===== src/rtl/tile_sched_pkg.sv =====
// Shared types for the tile FIFO scheduler: output-slot states, operation select, tile sizing.
// Combinational-only helpers; no state or handshakes live here.
package tile_sched_pkg;

  typedef enum logic [1:0] {
    SLOT_EMPTY,
    SLOT_PENDING,
    SLOT_FULL
  } slot_state_e;

  typedef enum logic {
    OP_WRITE,
    OP_READ
  } op_e;

  function automatic int tile_bits(input int width);
    return 16 * width;
  endfunction

endpackage


===== src/rtl/tile_sched_ctrl_rr_arbiter.sv =====
// Round-robin picker: grants the first requester at or after ptr; purely combinational, 0-cycle latency.
// No backpressure of its own: an all-zero req yields an all-zero grant and index 0.
module rr_arbiter #(
  parameter int N = 4,
  localparam int IW = (N > 1) ? $clog2(N) : 1
) (
  input  logic [N-1:0]  req,
  input  logic [IW-1:0] ptr,
  output logic [N-1:0]  grant,
  output logic [IW-1:0] idx
);

  logic [IW-1:0] cand;
  logic          found;

  always_comb begin
    grant = '0;
    idx   = '0;
    cand  = '0;
    found = 1'b0;
    for (int k = 0; k < N; k++) begin
      cand = IW'((int'(ptr) + k) % N);
      if (!found && req[cand]) begin
        grant[cand] = 1'b1;
        idx         = cand;
        found       = 1'b1;
      end
    end
  end

endmodule


===== src/rtl/tile_sched_ctrl.sv =====
// Round-robin tile FIFO scheduler with tagged output slot (TILE_SCHED_STATS_EN adds grant/stall counters).
// Latency: 2 cycles fifo_read->tile_valid; producers stall while the FIFO is full, slot holds until tile_ready.
module tile_sched_ctrl
  import tile_sched_pkg::*;
#(
  parameter int NUM_REQ = 4,
  parameter int DEPTH   = 4,
  parameter int WIDTH   = 16,
  localparam int TILE_BITS = tile_bits(WIDTH),
  localparam int SW        = (NUM_REQ > 1) ? $clog2(NUM_REQ) : 1,
  localparam int OW        = $clog2(DEPTH) + 1
) (
  input  logic                         clk,
  input  logic                         reset,
  input  logic [NUM_REQ-1:0]           req_valid,
  input  logic [NUM_REQ*TILE_BITS-1:0] req_data,
  output logic [NUM_REQ-1:0]           req_ready,
  output logic                         fifo_reset,
  output logic                         fifo_write,
  output logic [TILE_BITS-1:0]         fifo_in,
  output logic                         fifo_read,
  input  logic [TILE_BITS-1:0]         fifo_out,
  output logic                         tile_valid,
  output logic [TILE_BITS-1:0]         tile_data,
  output logic [SW-1:0]                tile_src,
  input  logic                         tile_ready,
  output logic [OW-1:0]                occupancy
`ifdef TILE_SCHED_STATS_EN
  ,
  output logic [NUM_REQ*32-1:0]        grant_cnt,
  output logic [31:0]                  full_stall_cnt
`endif
);

  localparam int PW = (DEPTH > 1) ? $clog2(DEPTH) : 1;

  slot_state_e slot_q, slot_d;
  op_e         prio_q;

  logic [SW-1:0]      rr_ptr_q;
  logic [SW-1:0]      tag_mem [DEPTH];
  logic [PW-1:0]      tag_wr_q, tag_rd_q;
  logic [NUM_REQ-1:0] grant;
  logic [SW-1:0]      win_idx;

  logic write_ok, read_ok, contended, do_write, do_read, accept;

  rr_arbiter #(.N(NUM_REQ)) u_rr_arbiter (
    .req   (req_valid),
    .ptr   (rr_ptr_q),
    .grant (grant),
    .idx   (win_idx)
  );

  assign fifo_reset = ~reset;

  // One FIFO op per cycle; prio only arbitrates when both sides could go.
  always_comb begin
    write_ok  = reset && (|req_valid) && (occupancy < OW'(DEPTH));
    read_ok   = reset && (slot_q == SLOT_EMPTY) && (occupancy != '0);
    contended = write_ok && read_ok;
    do_write  = write_ok && (!read_ok || (prio_q == OP_WRITE));
    do_read   = read_ok && (!write_ok || (prio_q == OP_READ));
  end

  assign req_ready  = do_write ? grant : '0;
  assign fifo_write = do_write;
  assign fifo_read  = do_read;
  assign accept     = tile_valid && tile_ready;

  always_comb begin
    fifo_in = '0;
    for (int i = 0; i < NUM_REQ; i++) begin
      if (grant[i]) fifo_in = req_data[i*TILE_BITS +: TILE_BITS];
    end
  end

  always_comb begin
    slot_d = slot_q;
    case (slot_q)
      SLOT_EMPTY:   if (do_read) slot_d = SLOT_PENDING;
      SLOT_PENDING: slot_d = SLOT_FULL;
      SLOT_FULL:    if (accept) slot_d = SLOT_EMPTY;
      default:      slot_d = SLOT_EMPTY;
    endcase
  end

  always_ff @(posedge clk) begin
    if (!reset) begin
      slot_q     <= SLOT_EMPTY;
      prio_q     <= OP_WRITE;
      rr_ptr_q   <= '0;
      tag_wr_q   <= '0;
      tag_rd_q   <= '0;
      occupancy  <= '0;
      tile_valid <= 1'b0;
      tile_data  <= '0;
      tile_src   <= '0;
    end else begin
      slot_q <= slot_d;
      if (contended) prio_q <= (prio_q == OP_WRITE) ? OP_READ : OP_WRITE;
      if (do_write) begin
        rr_ptr_q  <= (win_idx == SW'(NUM_REQ - 1)) ? '0 : win_idx + SW'(1);
        tag_wr_q  <= tag_wr_q + PW'(1);
        occupancy <= occupancy + OW'(1);
      end
      // The tag leaves the queue alongside its tile; tile_valid is low until the data lands.
      if (do_read) begin
        tag_rd_q  <= tag_rd_q + PW'(1);
        occupancy <= occupancy - OW'(1);
        tile_src  <= tag_mem[tag_rd_q];
      end
      if (slot_q == SLOT_PENDING) begin
        tile_data  <= fifo_out;
        tile_valid <= 1'b1;
      end else if (accept) begin
        tile_valid <= 1'b0;
      end
    end
  end

  always_ff @(posedge clk) begin
    if (do_write) tag_mem[tag_wr_q] <= win_idx;
  end

`ifdef TILE_SCHED_STATS_EN
  always_ff @(posedge clk) begin
    if (!reset) begin
      grant_cnt      <= '0;
      full_stall_cnt <= '0;
    end else begin
      for (int i = 0; i < NUM_REQ; i++) begin
        if (req_ready[i] && (grant_cnt[i*32 +: 32] != 32'hFFFF_FFFF))
          grant_cnt[i*32 +: 32] <= grant_cnt[i*32 +: 32] + 32'd1;
      end
      if ((|req_valid) && (occupancy == OW'(DEPTH)) && (full_stall_cnt != 32'hFFFF_FFFF))
        full_stall_cnt <= full_stall_cnt + 32'd1;
    end
  end
`endif

  a_occ_bound: assert property (@(posedge clk) disable iff (!reset) occupancy <= OW'(DEPTH));
  a_grant_1h:  assert property (@(posedge clk) disable iff (!reset) $onehot0(req_ready));
  a_one_op:    assert property (@(posedge clk) disable iff (!reset) !(fifo_write && fifo_read));

endmodule


===== config.mk =====
export PLATFORM = sky130hd
export DESIGN_NAME = tile_sched_ctrl
export DESIGN_NICKNAME = d
export VERILOG_FILES = /design/src/rtl/tile_sched_pkg.sv /design/src/rtl/tile_sched_ctrl_rr_arbiter.sv /design/src/rtl/tile_sched_ctrl.sv
export SDC_FILE = /design/constraint.sdc
export NUM_CORES = 1
export LEC_CHECK = 0
export ABC_AREA = 1
export BUFFER_PORTS_ARGS = -buffer_cell sky130_fd_sc_hd__buf_4
export CORE_AREA = 4 4 699 701
export CTS_BUF_LIST = sky130_fd_sc_hd__clkbuf_2 sky130_fd_sc_hd__clkbuf_4 sky130_fd_sc_hd__clkbuf_8
export DETAILED_ROUTE_END_ITERATION = 7
export DIE_AREA = 0 0 703 705
export GPL_ROUTABILITY_DRIVEN = 0
export PLACE_DENSITY = 0.3
export SLEW_MARGIN = 20
export SYNTH_ARGS = -nofsm -noshare
export SYNTH_HDL_FRONTEND = slang
export SYNTH_SLANG_ARGS = --single-unit

===== constraint.sdc =====
create_clock -name clk -period 4.2 [get_ports clk]
set_input_delay 0.84 -clock clk [delete_from_list [all_inputs] [get_ports clk]]
set_output_delay 0.84 -clock clk [all_outputs]
set_load 0.02 [all_outputs]

; ---- After elaboration in Yosys (flattened, before gate mapping)
; Memories as Yosys holds them, arrays and structs flattened. A register that Yosys moved wholly into a read port is not among the register bits.
; Cells that the tools add are included.
[totals]
regBits = 269
ramBits = 8
in_bits = 1287
memories = 1
[mem_list]
columns = memory, words, word_bits, rd, rd_clocked_by_memory_dff, write_ports, line_no
row1 = tag_mem, 4, 2, 1, 1, 1, tile_sched_ctrl.sv:41  ; logic [SW-1:0] tag_mem [DEPTH];
[classes]
n_addsub = 8
magnitude_cmp = 9
eq_ne = 5
n_mux = 43
n_bitwise = 5
reduce_logical = 29
[op_table]
columns = cell, n
row1 = $mux W256, 4
row2 = $mux W4, 5
row3 = $mux W1, 16
row4 = $logic_and A1 B1 Y1, 15
row5 = $mux W2, 7
row6 = $lt A2 B3 Y1 const B, 4
row7 = $or A4 B4 Y4, 3
row8 = $add A2 B1 Y2 const B, 4
row9 = $bmux W1 S2, 4
row10 = $demux W1 S2, 4
row11 = $ge A2 B1 Y1 const B, 4
row12 = $logic_not A1 Y1, 6
row13 = $mux W3, 2
row14 = $pmux W2 S3, 1
row15 = $add A2 B2 Y2 const B, 2
row16 = $eq A2 B2 Y1 const B, 2
row17 = $ne A2 B2 Y1 const B, 2
row18 = $reduce_bool A2 Y1, 2
row19 = $reduce_or A4 Y1, 1
row20 = $add A3 B1 Y3 const B, 1
row21 = $lt A3 B3 Y1 const B, 1
row22 = $reduce_bool A3 Y1, 1
row23 = $sub A3 B1 Y3 const B, 1
row24 = $eq A2 B1 Y1 const B, 1
row25 = other kinds (4), 6

; ---- Longest topological paths before layout
[logic_depth]
word_depth = 16
depth_mapped = 17
ltp_nobuf = 16

; ---- Modules after synthesis
; Synthesis repeated with hierarchy kept, for this count alone.
[hier_totals]
hier_cells = 3037
area_unflattened_um2 = 17885.9
[modules_own_cells]
columns = mod, instances, cells_each, area_each_um2
row1 = tile_sched_ctrl, 1, 2955, 17370.4
row2 = rr_arbiter, 1, 82, 515.5

; ---- Worst setup path after synthesis
; Ideal clock, no wire load.
[synth_path]
kind = reg2out
startpoint = reg (tool-made name)
endpoint = out fifo_in[186]
arrival_time_ns = 2.275
t_required_ns = 3.360
path_slack_ns = 1.085
path_stages_with_launch = 17
n_path_buf = 3
cell_sequence = dfxtp_1 inv_2 ha_1 inv_1 nand3_1 nand2_2 inv_2 nor2_8 nand2_2 inv_2 nand2_1 nand3_2 buf_6 buf_4 buf_2 nand2_1 nand2_1
[synth_rtl]
columns = element, line_no
row1 = "end, declared", tile_sched_ctrl.sv:20  ; output logic [TILE_BITS-1:0] fifo_in,

==> flow_summary.yaml <==
run_status:
  status: "finished, violations left"
  violations: "setup timing"
setup_path:
  critPathKind: "flip-flop to output pin"
  crit_arrival_ps: 3560
  cp-start-kind: "flip-flop"
  cp_max_fo: 19
  rr_worst_depth: 12
  r2r_end: "rr_ptr_q[1]"
  worst-r2r-setup-slack_ps: 1870
  crit_end: "fifo_in[71]"
  endpoint_kind: "output pin"
  worstPathRequired_ps: 3360
clock_tree:
  htreeDepth: 2
  clk_pin_slew_worst_paths_ps: 80
  cts.sinks: 279
  clkLatencyLatePin_ps: 770
  hold_buffers: 0
  cts_buffer_depth: 3
  tritoncts.num_buffers: 56
  cts_tree: "done"
  cts-root-buf: "clkbuf_8"
route:
  wl_mm: 402
  drt_iter0_drc: 3431
  vias: 36000
  drt-pass1-iter-count: 5
  post_drt_wl_per_cell_um: 33.5
  viasPerCell: 3.00
  drc: 0
  antenna_left: 0
yosys:
  ys_ff_latch: 279
  syn_area_per_cell_um2: 5.63
  synth_edf_count: 8
  yosys-top-cells-area: "dfxtp_1, nand2_1, a21oi_1"
  ys_seq_area_share_pct: 28.2
  syn-instance-count: 3560
  yosysMostFrequentCell: "nand2_1"
  netlist.area_leader.share_pct: 27.0
  ys_async_sr_fraction_pct: 0
  syn_area_um2: 20100
  synthesis.nets: 4859
  yosysUniqueCellTypes: 36
  synthTopCellsByCount: "nand2_1, nor2_1, a21oi_1"
  ys.flop_type: "dfxtp_1"
  synth_warnings: 0
  synth_top_cell_by_area: "dfxtp_1"
sta:
  slew_headroom_pct: 35.7
  skew_ps: 91.8
  slew_violations: 0
  fin_crit_ps: 4400
  fmaxAchievable_mhz: 227
  min_period_over_period_pct: 105
  worst_slack_ps: -205
  hold_violations: 0
  setup_viol: 167
  rsz0062_at_grt: "true"
  tightestPinTransition_ps: 965
power_and_ir_drop:
  vdd_ir_drop_max_v: 0.000907
  p_total_mw: 66.4
  p_leak_nw: 22.8
  powerDensity_nw_per_um2: 1340
grt:
  antenna_found_initial: 343
  overflow: 0
  grt_first_pass_wirelength_mm: 474
  grt_max_degree: 149
  grt_usage_pct: 15.4
  grt_pass1_vias: 33500
cells_and_area:
  syn2layout_area_growth_pct: 147
  final_cells: 12000
  layout-drive-gt1-share_pct: 48.3
  nNetsFinal: 6736
min_path:
  hold_path.class: "input port to flip-flop"
placed_design:
  placed_cells: 11700
  hpwl_mm: 349
  portBuffers: 1811
  place_ws_ps: -393
die:
  core_area_um2: 482000
  dieArea_um2: 496000
  start_util_pct: 4.16
  die_x_um: 703
  dieHeight_um: 705
  io_pins: 1812
  rows: 255
job:
  maxCapViolCount: 0
-- worst max-delay path, cell delays in order, from the launching register on --
cell,delay [ps]
dfxtp_2,340
inv_2,50
ha_4,310
nand3_4,90
nand2_4,120
nor2_4,60
a21boi_2,200
nand3_4,160
buf_16,200
buf_16,280
buf_12,170
a21oi_1,240
nand2_2,160
nand2_1,90
buf_4,140
-- metal layers --
metal	up-vias	track usage, %	part of all wire, %	wire length, um
met3	797	7.11	11	45100
met1	17300	17.6	38	155000
met2	2501	25.4	46	186000
met4	154	4.56	3.8	15300
li1	15200	-	-	-
met5	-	0	0.27	1100
-- flip-flops by register name, indices dropped and copies added (netlist names), named ones only --
signal / cells
tag_mem: 8
prio_q: 1
slot_q: 2
tile_data: 256
rr_ptr_q: 1
tile_valid: 1
tag_rd_q: 2
occupancy: 3
tile_src: 2
tag_wr_q: 2
-- power by group --
| group | switching, mW | leakage (nW) | internal [mW] | total [mW] |
|---|---|---|---|---|
| sequential | 0.460 | 2.29 | 3.58 | 4.04 |
| clock | 1.54 | 0.676 | 1.79 | 3.33 |
| combinational | 37.4 | 19.8 | 21.6 | 59.0 |
-- worst min path at each step --
stage	startpoint	end	slack (ps)	depth (start not counted)
floorplan	prio_q	prio_q	450	2
global placement	prio_q	prio_q	470	2
detailed placement	prio_q	prio_q	470	2
CTS	fifo_out[215]	tile_data[215]	150	3
global route	fifo_out[195]	tile_data[195]	210	3
finish	fifo_out[195]	tile_data[195]	290	3
-- timing repair --
action | CTS | global route
resized for setup | 605 | 258
setup buffers | 63 | 14
setup endpoints to repair | 257 | 257
gates cloned | 43 | 8
pin swaps | 60 | 38
-- kinds of logic (layout without fill, tap and decap cells) --
family                   after synthesis  count (layout)  share of synthesized area (%)
flip-flops                           279             279                           28.2
AO/OA/AOI/OAI                        801             801                           20.3
AND/OR/NAND/NOR                     1884            1885                           37.4
other                                  0              77                              0
adder cells (fa/ha/maj)               12              12                          0.786
buffers and inverters                584            2505                           13.3
-- area by class of cell --
| cell class | count | area, um2 |
|---|---|---|
| diodes | 77 | 193 |
| fillers | 56800 | 432000 |
| clock buffers | 86 | 1120 |
| inverters | 299 | 1160 |
| clock inverters | 17 | 166 |
| multi-input cells | 2698 | 13900 |
| flip-flops and latches | 279 | 5670 |
| well taps | 6425 | 8040 |
| repair buffers | 2103 | 19300 |
-- through the flow --
stage / utilization (%) / TNS (ps) / hold WS, ps / instance area (um2)
after global placement: 8.83 / -5240 / 466 / 42500
after floorplan: - / 0 / 450 / 20100
after CTS: 9.96 / -50800 / 151 / 48000
final: 10.3 / -8760 / 290 / 49500
after global routing: 10.3 / -56130 / 209 / 49400
after detailed placement: 8.83 / -3750 / 472 / 42500
-- cells in the final DEF (no fill, tap or decap), drive strengths merged, types with 11 or more instances in the layout --
master,count
o21ai,272
bufbuf,11
dfxtp,271
ha,11
buf,2083
a21oi,521
clkinv,13
inv,300
nor2,537
clkbuf,95
diode,77
nand3,282
nand2,1062
Note: power is estimated with default switching activity, not from simulation.
